[config.mk]
export PLATFORM = sky130hd
export DESIGN_NAME = cordic_result_collector
export DESIGN_NICKNAME = d
export VERILOG_FILES = /design/src/rtl/cordic_result_collector.sv
export SDC_FILE = /design/constraint.sdc
export NUM_CORES = 1
export LEC_CHECK = 0
export CORE_MARGIN = 8
export CORE_UTILIZATION = 40
export CTS_CLUSTER_DIAMETER = 40
export DETAILED_ROUTE_END_ITERATION = 8
export GPL_TIMING_DRIVEN = 0
export PLACE_DENSITY = 0.82
export SYNTH_ARGS = -nofsm -noshare
export SYNTH_HDL_FRONTEND = slang
export SYNTH_SLANG_ARGS = --single-unit
[constraint.sdc]
create_clock -name clk -period 1.9 [get_ports clk]
set_input_delay 0.19 -clock clk [delete_from_list [all_inputs] [get_ports clk]]
set_output_delay 0.19 -clock clk [all_outputs]
set_load 0.03 [all_outputs]
[src/rtl/cordic_result_collector.sv]
// Result collector and sequencer for an iterative CORDIC stage: steps the iteration
// index, captures the final x/y/z words and holds them under a valid/ready handshake.
module cordic_result_collector #(
   parameter int WIDTH    = 16,
   parameter int NUM_ITER = 16,
   parameter int ITER_W   = 4
) (
   input  logic              clk,
   input  logic              rst,
   input  logic              start,
   input  logic [WIDTH-1:0]  x_in,
   input  logic [WIDTH-1:0]  y_in,
   input  logic [WIDTH-1:0]  z_in,
   output logic              first_iter,
   output logic [ITER_W-1:0] iter,
   output logic              busy,
   output logic [WIDTH-1:0]  x_out,
   output logic [WIDTH-1:0]  y_out,
   output logic [WIDTH-1:0]  z_out,
   output logic              out_valid,
   input  logic              out_ready
);

   typedef enum logic [1:0] {IDLE, RUN, HOLD} state_t;

   localparam logic [ITER_W-1:0] LAST_ITER = ITER_W'(NUM_ITER - 1);

   state_t            state_q, state_d;
   logic [ITER_W-1:0] iter_q, iter_d;
   logic              valid_q, valid_d;
   logic [WIDTH-1:0]  x_q, x_d;
   logic [WIDTH-1:0]  y_q, y_d;
   logic [WIDTH-1:0]  z_q, z_d;

   always_comb begin
      state_d = state_q;
      iter_d  = iter_q;
      valid_d = valid_q;
      x_d     = x_q;
      y_d     = y_q;
      z_d     = z_q;
      case (state_q)
         IDLE: begin
            if (start) begin
               state_d = RUN;
               iter_d  = '0;
            end
         end
         RUN: begin
            if (iter_q == LAST_ITER) begin
               x_d     = x_in;
               y_d     = y_in;
               z_d     = z_in;
               valid_d = 1'b1;
               iter_d  = '0;
               state_d = HOLD;
            end else begin
               iter_d = iter_q + ITER_W'(1);
            end
         end
         HOLD: begin
            // A handshake with start pending re-enters RUN directly, skipping IDLE.
            if (out_ready) begin
               valid_d = 1'b0;
               iter_d  = '0;
               state_d = start ? RUN : IDLE;
            end
         end
         default: begin
            state_d = IDLE;
            iter_d  = '0;
            valid_d = 1'b0;
         end
      endcase
   end

   always_ff @(posedge clk or posedge rst) begin
      if (rst) begin
         state_q <= IDLE;
         iter_q  <= '0;
         valid_q <= 1'b0;
         x_q     <= '0;
         y_q     <= '0;
         z_q     <= '0;
      end else begin
         state_q <= state_d;
         iter_q  <= iter_d;
         valid_q <= valid_d;
         x_q     <= x_d;
         y_q     <= y_d;
         z_q     <= z_d;
      end
   end

   assign first_iter = (state_q == RUN) && (iter_q == '0);
   assign busy       = (state_q != IDLE);
   assign iter       = iter_q;
   assign out_valid  = valid_q;
   assign x_out      = x_q;
   assign y_out      = y_q;
   assign z_out      = z_q;

endmodule

== Word level (Yosys, flattened, before mapping) ==
Index checks and enable logic that the tools add are counted.

* Reduce and logical (&&, ||, !) cells: 8
* Add/subtract/negate cells: 1
* Multiplexer cells: 12
* Eq/ne operators: 6
* Bitwise operators: 1

{| class="wikitable"
|+ Operators with widths
! cell !! count
|-
| $mux 4 || 3
|-
| $pmux 4 s3 || 1
|-
| $mux 2 || 3
|-
| $ne 2x2->1 const B || 3
|-
| $pmux 2 s3 || 1
|-
| $reduce_and 3->1 || 2
|-
| $add 4x1->4 const B || 1
|-
| $eq 4x4->1 const B || 1
|-
| $logic_not 4->1 || 1
|-
| $reduce_and 2->1 || 2
|-
| $mux 1 || 3
|-
| $pmux 1 s3 || 1
|-
| $eq 2x1->1 const B || 1
|-
| $eq 2x2->1 const B || 1
|-
| $logic_not 2->1 || 1
|-
| $reduce_bool 2->1 || 1
|-
| $logic_and 1x1->1 || 1
|-
| $not 1->1 || 1
|}

* Input port bits: 52
* Output and inout bits: 55
* Flip-flop bits (word level): 55

== Logic depth before layout (Yosys ltp) ==
Gate-level depths: netlist of run 1.

* Word-level depth: 3
* Depth in mapped cells: 5

== Least setup slack after synthesis of run 1 ==
Ideal clock, no wire load.

* Path type: reg-to-output
* Start: reg iter_q[0], in the netlist iter[0]
* End: out first_iter
* Cell stages (with the launch flop): 4
* Arrival time: 1.764 ns
* Slack: -0.054 ns
* Cell sequence: dfrtp_1 > inv_1 > ha_1 > nor4b_1

* Word-level cells in the longest chain between the ends: 2

{| class="wikitable"
|+ RTL lines
! item !! line !! RTL
|-
| start: declaration || 29 || <nowiki>logic [ITER_W-1:0] iter_q, iter_d;</nowiki>
|-
| start signal: assignment || 87 || <nowiki>iter_q <= iter_d;</nowiki>
|-
| $logic_not 4->1 || 95 || <nowiki>assign first_iter = (state_q == RUN) && (iter_q == '0);</nowiki>
|-
| $logic_and 1x1->1 || 95 ||
|-
| end: declaration || 14 || <nowiki>output logic first_iter,</nowiki>
|}

No other way between the ends.

== Worst setup path in the final report of run 1 ==
* Start: reg state_q[1]
* End: out first_iter

* Word-level cells in the longest chain between the ends: 2

{| class="wikitable"
|+ RTL lines
! item !! line !! RTL
|-
| start: declaration || 28 || <nowiki>state_t state_q, state_d;</nowiki>
|-
| start signal: assignment || 86 || <nowiki>state_q <= state_d;</nowiki>
|-
| $eq 2x1->1 || 95 ||
|-
| $logic_and 1x1->1 || 95 ||
|}

No other way between the ends.

==> impl_metrics.ini, run 1 <==
[global_routing]
grt.total_usage = 0.1294
gr-usage-met3 = 0.03964
grt_max_degree = 32
grt_antenna_before_repair = 0
grt_pass1_vias = 1676
grtUsageMet1 = 0.1466
met2_usage = 0.2312
grt_overflow = 0
busiest_layer = met2
grt_pass1_wl_um = 8825

[sta]
fin_crit_sh = 0.8992
worst_clock_skew_ns = 0.01315
setup_violations = 0
rsz0062_at_grt = false
worst_slew_pin_slew_ns = 0.6164
drv_slew = 0
period_needed_ns = 1.708
fmax_mhz = 585.3
slew_headroom = 0.5866
hold_viol = 0

[yosys]
syn_nets = 190
ys_seq_elements = 55
netlist_area_mm2 = 0.002351
ys_top_cells_by_area = dfrtp_1 (59%), mux2_4 (26%), mux2_1 (3.8%), buf_8 (2.6%), ha_1 (1.1%)
synth.top_cell.area_share = 0.5854
ys_warn_count = 0
synth_largest_area_cell = dfrtp_1
syn_area_per_cell_um2 = 17.29
synth_cell_types = 25
syn_inst = 136
yosysSeqAreaShare = 0.5854

[critical_path]
worst-path-max-fanout = 7
worstPathRequired_ns = 1.71
critPathCaptureType = output port
crit_path_top_delay_cell = dfrtp_1
path_cells = nand2b_2 -> nor4b_2 -> clkbuf_2
cp-start-kind = flop
critical_path_class = flop to output port
critPathArrivalTime_ns = 1.52
slowest_delay_ns = 0.45

[detailed_routing]
drt_iter0_markers = 41
drt_first_pass_iters = 4
antenna_left = 0
vias_per_cell = 4.598
drc = 0
wl_per_cell_um = 16.99
vias = 1499
finalWirelength_um = 5538

[cts]
cts_tree = done
clk_pin_slew_worst_paths_ns = 0.09
cts-htree-levels = 2
clockRootBuffer = clkbuf_8
cts_buffer_depth = 2
worstSkewPairLatency_ns = 0.31
cts.sinks = 55
cts_buffers = 5
postCtsSetupRepairBufs = 0
cts_hold_buf = 0

[cells_and_area]
nets = 304
final_common_cell = clkdlybuf4s50_1
utilization = 0.6272
nFillCells = 463
fin_area_mm2 = 0.003647
num_antenna_cells = 0
drive_above_1_share = 0.2470
syn_to_final_growth_pct = 55.14
final_cells = 326
final_cell_mix = clkdlybuf4s50_1 (104), dfrtp_1 (55), mux2_4 (40)

[placed_design]
place_area_mm2 = 0.003532
portBuffers = 106
dp_cells = 318
hpwlAfterDp_um = 4280
gp_congestion = 0.6767

[floorplan]
coreArea_mm2 = 0.005816
die_y_um = 92.67
fp.dieW_um = 92.67
die-area_mm2 = 0.008587
io_pins = 107
rows = 28
start_util = 0.4043

[power_and_ir_drop]
seq_power_share = 0.480
netSwitchingPower_uw = 731.8
intPower_mw = 1.964
irDropWorstVdd_mv = 0.4931
p_comb_frac = 0.227
power_mw = 2.695
total_leakage_power_nw = 1.698
netSwitchingFraction = 0.2715
pwr-share-clk = 0.294
power_density_mw_per_mm2 = 739.0

[hold_path]
hold_class = primary input to async pin

[flow_run]
cap_violations = 0

[run_status]
outcome = finished clean
-- state kept, by name, summed over array words and instances, names as in the netlist --
register,count
x_out,16
state_q,2
y_out,16
out_valid,1
z_out,16
iter,4
-- path summary, 6_finish.rpt --
kind                            start    endpoint  slack, ns  cells past startpoint
min in group clk                start  state_q[0]       0.47                      3
max in group asynchronous         rst   y_out[13]       1.09                      3
setup reg to reg              iter[1]    z_out[2]       0.22                      5
hold reg to reg              z_out[0]    z_out[0]       0.49                      1
hold / removal                    rst    z_out[3]       0.26                      2
setup / recovery           state_q[1]  first_iter       0.19                      3
-- critical path: cells and delay by family (launching register included) --
| kind | cells | cell delay, ns |
|---|---|---|
| flops | 1 | 0.45 |
| simple gates | 2 | 0.52 |
| buf+inv | 1 | 0.25 |
-- timing repair --
| item | in CTS | in global routing |
|---|---|---|
| endpoints found under the hold margin | 0 | 0 |
| gates resized for setup | 1 | 4 |
| endpoints found under the setup margin | 1 | 2 |
| gates cloned | 0 | 0 |
-- logic make-up after synthesis --
family | share of synthesized area
adder cells (fa/ha/maj) | 0.01064
multiplexers | 0.2938
AND/OR/NAND/NOR | 0.03832
flip-flops | 0.5854
buffers and inverters | 0.03513
AO/OA/AOI/OAI | 0.02927
XOR/XNOR | 0.007452
-- metal layers --
layer | wire, µm | vias to the layer above
li1 | - | 697
met1 | 2287 | 743
met5 | 0 | -
met3 | 332 | 5
met4 | 31 | 0
met2 | 2887 | 54
-- per-stage QoR --
step           setup TNS [ns]  setup slack, ns  hold WS (ns)
6_report                    0           0.1915        0.2580
5_1_grt                     0          0.08487        0.2984
4_1_cts                     0         0.003285        0.2667
3_5_place_dp                0          0.06251        0.4681
3_3_place_gp           -36.10          -0.6586        0.4667
2_1_floorplan               0           0.1408        0.3247
-- layout make-up --
type	count	area, µm²	area share
plain buffers	5	71.32	0.01955
repair buffers	107	1079	0.2957
multi-input cells	73	898.4	0.2463
inverters	3	11.26	0.003087
well taps	75	93.84	0.02573
flip-flops and latches	55	1376	0.3774
clock inverters	2	35.03	0.009605
clock buffers	6	82.58	0.02264
-- power groups by stage --
stage | Clock [mW] | Combinational, mW | Sequential, mW
after floorplan | 0 | 0.252 | 1.40
after global placement | 0 | 0.617 | 1.31
after detailed placement | 0 | 0.634 | 1.31
after CTS | 0.813 | 0.628 | 1.29
after global routing | 0.852 | 0.665 | 1.31
final | 0.791 | 0.611 | 1.29
-- cell usage after synthesis --
| master | n |
|---|---|
| dfrtp_1 | 55 |
| a22o_1 | 2 |
| o21ai_0 | 1 |
| buf_8 | 4 |
| nand2b_2 | 1 |
| nand2_1 | 1 |
| inv_1 | 3 |
| or2_2 | 1 |
| buf_6 | 1 |
| a21oi_1 | 1 |
| xor2_1 | 2 |
| a21bo_2 | 1 |
| mux2_4 | 40 |
| nor4b_1 | 1 |
| nor2_8 | 1 |
| nor2b_1 | 2 |
| o2bb2ai_1 | 1 |
| nand3_2 | 1 |
| nand2b_1 | 1 |
| a211oi_1 | 1 |
| mux2_1 | 8 |
| ha_1 | 2 |
| a21o_1 | 2 |
| nor2_1 | 1 |
| nand3_1 | 2 |
Note: power is estimated with default switching activity, not from simulation.
==> inputs of run 2 (changes only) <==
ABC_CLOCK_PERIOD_IN_PS = 1800   (was default)
HOLD_SLACK_MARGIN = 0.05   (was default)
clock period = 1.8 ns   (was 1.9 ns; I/O delays follow)
==> run 2 against run 1 <==
Effect of this change:
- sequential power up 6%
- final cell count unchanged
- combinational power is 4.6% higher
- critical path type unchanged
- critical endpoint unchanged
- largest cell class unchanged
- highest routed layer unchanged
==> impl_metrics.ini, run 2 (same netlist as run 1, synthesis figures left out) <==
[run_status]
outcome = finished clean

[sta]
postLayoutSetupSlackWorst_ns = 0.1177
fin_crit_sh = 0.9346
rsz0062_at_grt = false
fmax_mhz = 594.4
drv_slew = 0
worst_clock_skew_ns = 0.01315
setup_violations = 0
slew_headroom = 0.5810
period_needed_ns = 1.682
timing.hold.ws_ns = 0.2479
hold_viol = 0
worst_slew_pin_slew_ns = 0.6247

[floorplan]
start_util = 0.4043
rows = 28
coreArea_mm2 = 0.005816
die-area_mm2 = 0.008587
die_y_um = 92.67
io_pins = 107
fp.dieW_um = 92.67

[cts]
worstSkewPairLatency_ns = 0.31
clk_pin_slew_worst_paths_ns = 0.09
cts_hold_buf = 0
cts_tree = done
cts_buffers = 5
postCtsSetupRepairBufs = 0
cts-htree-levels = 2
cts_buffer_depth = 2
cts.sinks = 55
clockRootBuffer = clkbuf_8

[critical_path]
critical_path_buf_inv_count = 1
cp_top_family = simple AND/OR/NAND/NOR gates
critPathCaptureType = output port
crit_path_top_delay_cell = dfrtp_1
worstPathRequired_ns = 1.62
critical_path_class = flop to output port
cp-start-kind = flop
slowest_delay_ns = 0.45
worst-path-max-fanout = 7
critPathArrivalTime_ns = 1.50
path_cells = nand2b_2 -> nor4b_2 -> buf_2

[cells_and_area]
num_antenna_cells = 0
final_common_cell = clkdlybuf4s50_1
drive_above_1_share = 0.2510
final_cell_mix = clkdlybuf4s50_1 (104), dfrtp_1 (54), mux2_4 (40)
syn_to_final_growth_pct = 55.03
nFillCells = 465
fin_area_mm2 = 0.003645
nets = 304

[power_and_ir_drop]
pwr-share-clk = 0.294
netSwitchingFraction = 0.2716
intPower_mw = 2.069
netSwitchingPower_uw = 771.3
total_leakage_power_nw = 1.688
power_mw = 2.840
p_comb_frac = 0.225
irDropWorstVdd_mv = 0.5206
seq_power_share = 0.481
power_density_mw_per_mm2 = 779.2

[hold_path]
hold_class = primary input to async pin

[global_routing]
grt_pass1_vias = 1676
grt_antenna_before_repair = 0
grt_pass1_wl_um = 8825
grt_overflow = 0
grt_max_degree = 32
grt.total_usage = 0.1294

[detailed_routing]
finalWirelength_um = 5532
antenna_left = 0
wl_per_cell_um = 16.97
drt_iter0_markers = 44
vias_per_cell = 4.589
drt_first_pass_iters = 4
drc = 0
vias = 1496

[placed_design]
pre_cts_ws_ns = -0.02749
place_area_mm2 = 0.003532
portBuffers = 106
gp_congestion = 0.6767
hpwlAfterDp_um = 4280

[flow_run]
cap_violations = 0
run 2: worst paths after layout:
path,startpoint,to,slack [ns],cells after the start
worst max register to register,iter[0],z_out[2],0.13,5
worst max-delay path,state_q[1],first_iter,0.12,3
min in group clk,start,state_q[0],0.46,3
worst min register to register,z_out[0],z_out[0],0.49,1
worst min-delay path,rst,z_out[3],0.25,2
max in group asynchronous,rst,y_out[13],1.00,3
run 2: worst reg2reg max path, cell delays in order, from the launching register on:
cell     delay (ns)
dfrtp_1        0.42
ha_1           0.22
nand3_2        0.16
nor2_8         0.24
buf_6          0.18
mux2_1         0.34
run 2: repair_timing:
item,CTS,global route
setup endpoints to repair,2,2
gates resized for setup,5,3
gates cloned,0,0
run 2: final cells by class:
class / count / area [µm²] / area share
flip-flops and latches: 55 / 1378 / 0.3780
inverters: 3 / 11.26 / 0.003090
multi-input cells: 73 / 898.4 / 0.2465
well taps: 75 / 93.84 / 0.02575
clock buffers: 6 / 82.58 / 0.02266
clock inverters: 2 / 35.03 / 0.009612
plain buffers: 5 / 71.32 / 0.01957
repair buffers: 107 / 1075 / 0.2949
run 2: power by group through the flow:
stage	combinational [mW]	clock, mW	sequential, mW
floorplan	0.267	0	1.47
global placement	0.651	0	1.39
detailed placement	0.669	0	1.39
CTS	0.660	0.859	1.37
global route	0.695	0.899	1.38
finish	0.639	0.835	1.37
run 2: per-layer routing:
layer  global-route usage  part of all wire
met5                    0                 0
met2               0.2312              0.52
met3              0.03964             0.060
met1               0.1466              0.41
met4              0.03221            0.0056
run 2: through the flow:
step,cells,setup TNS [ns],utilization
floorplan,136,0,-
global placement,317,-41.08,0.6039
detailed placement,318,-0.02749,0.6074
CTS,326,0,0.6276
global route,326,0,0.6267
finish,326,0,0.6267
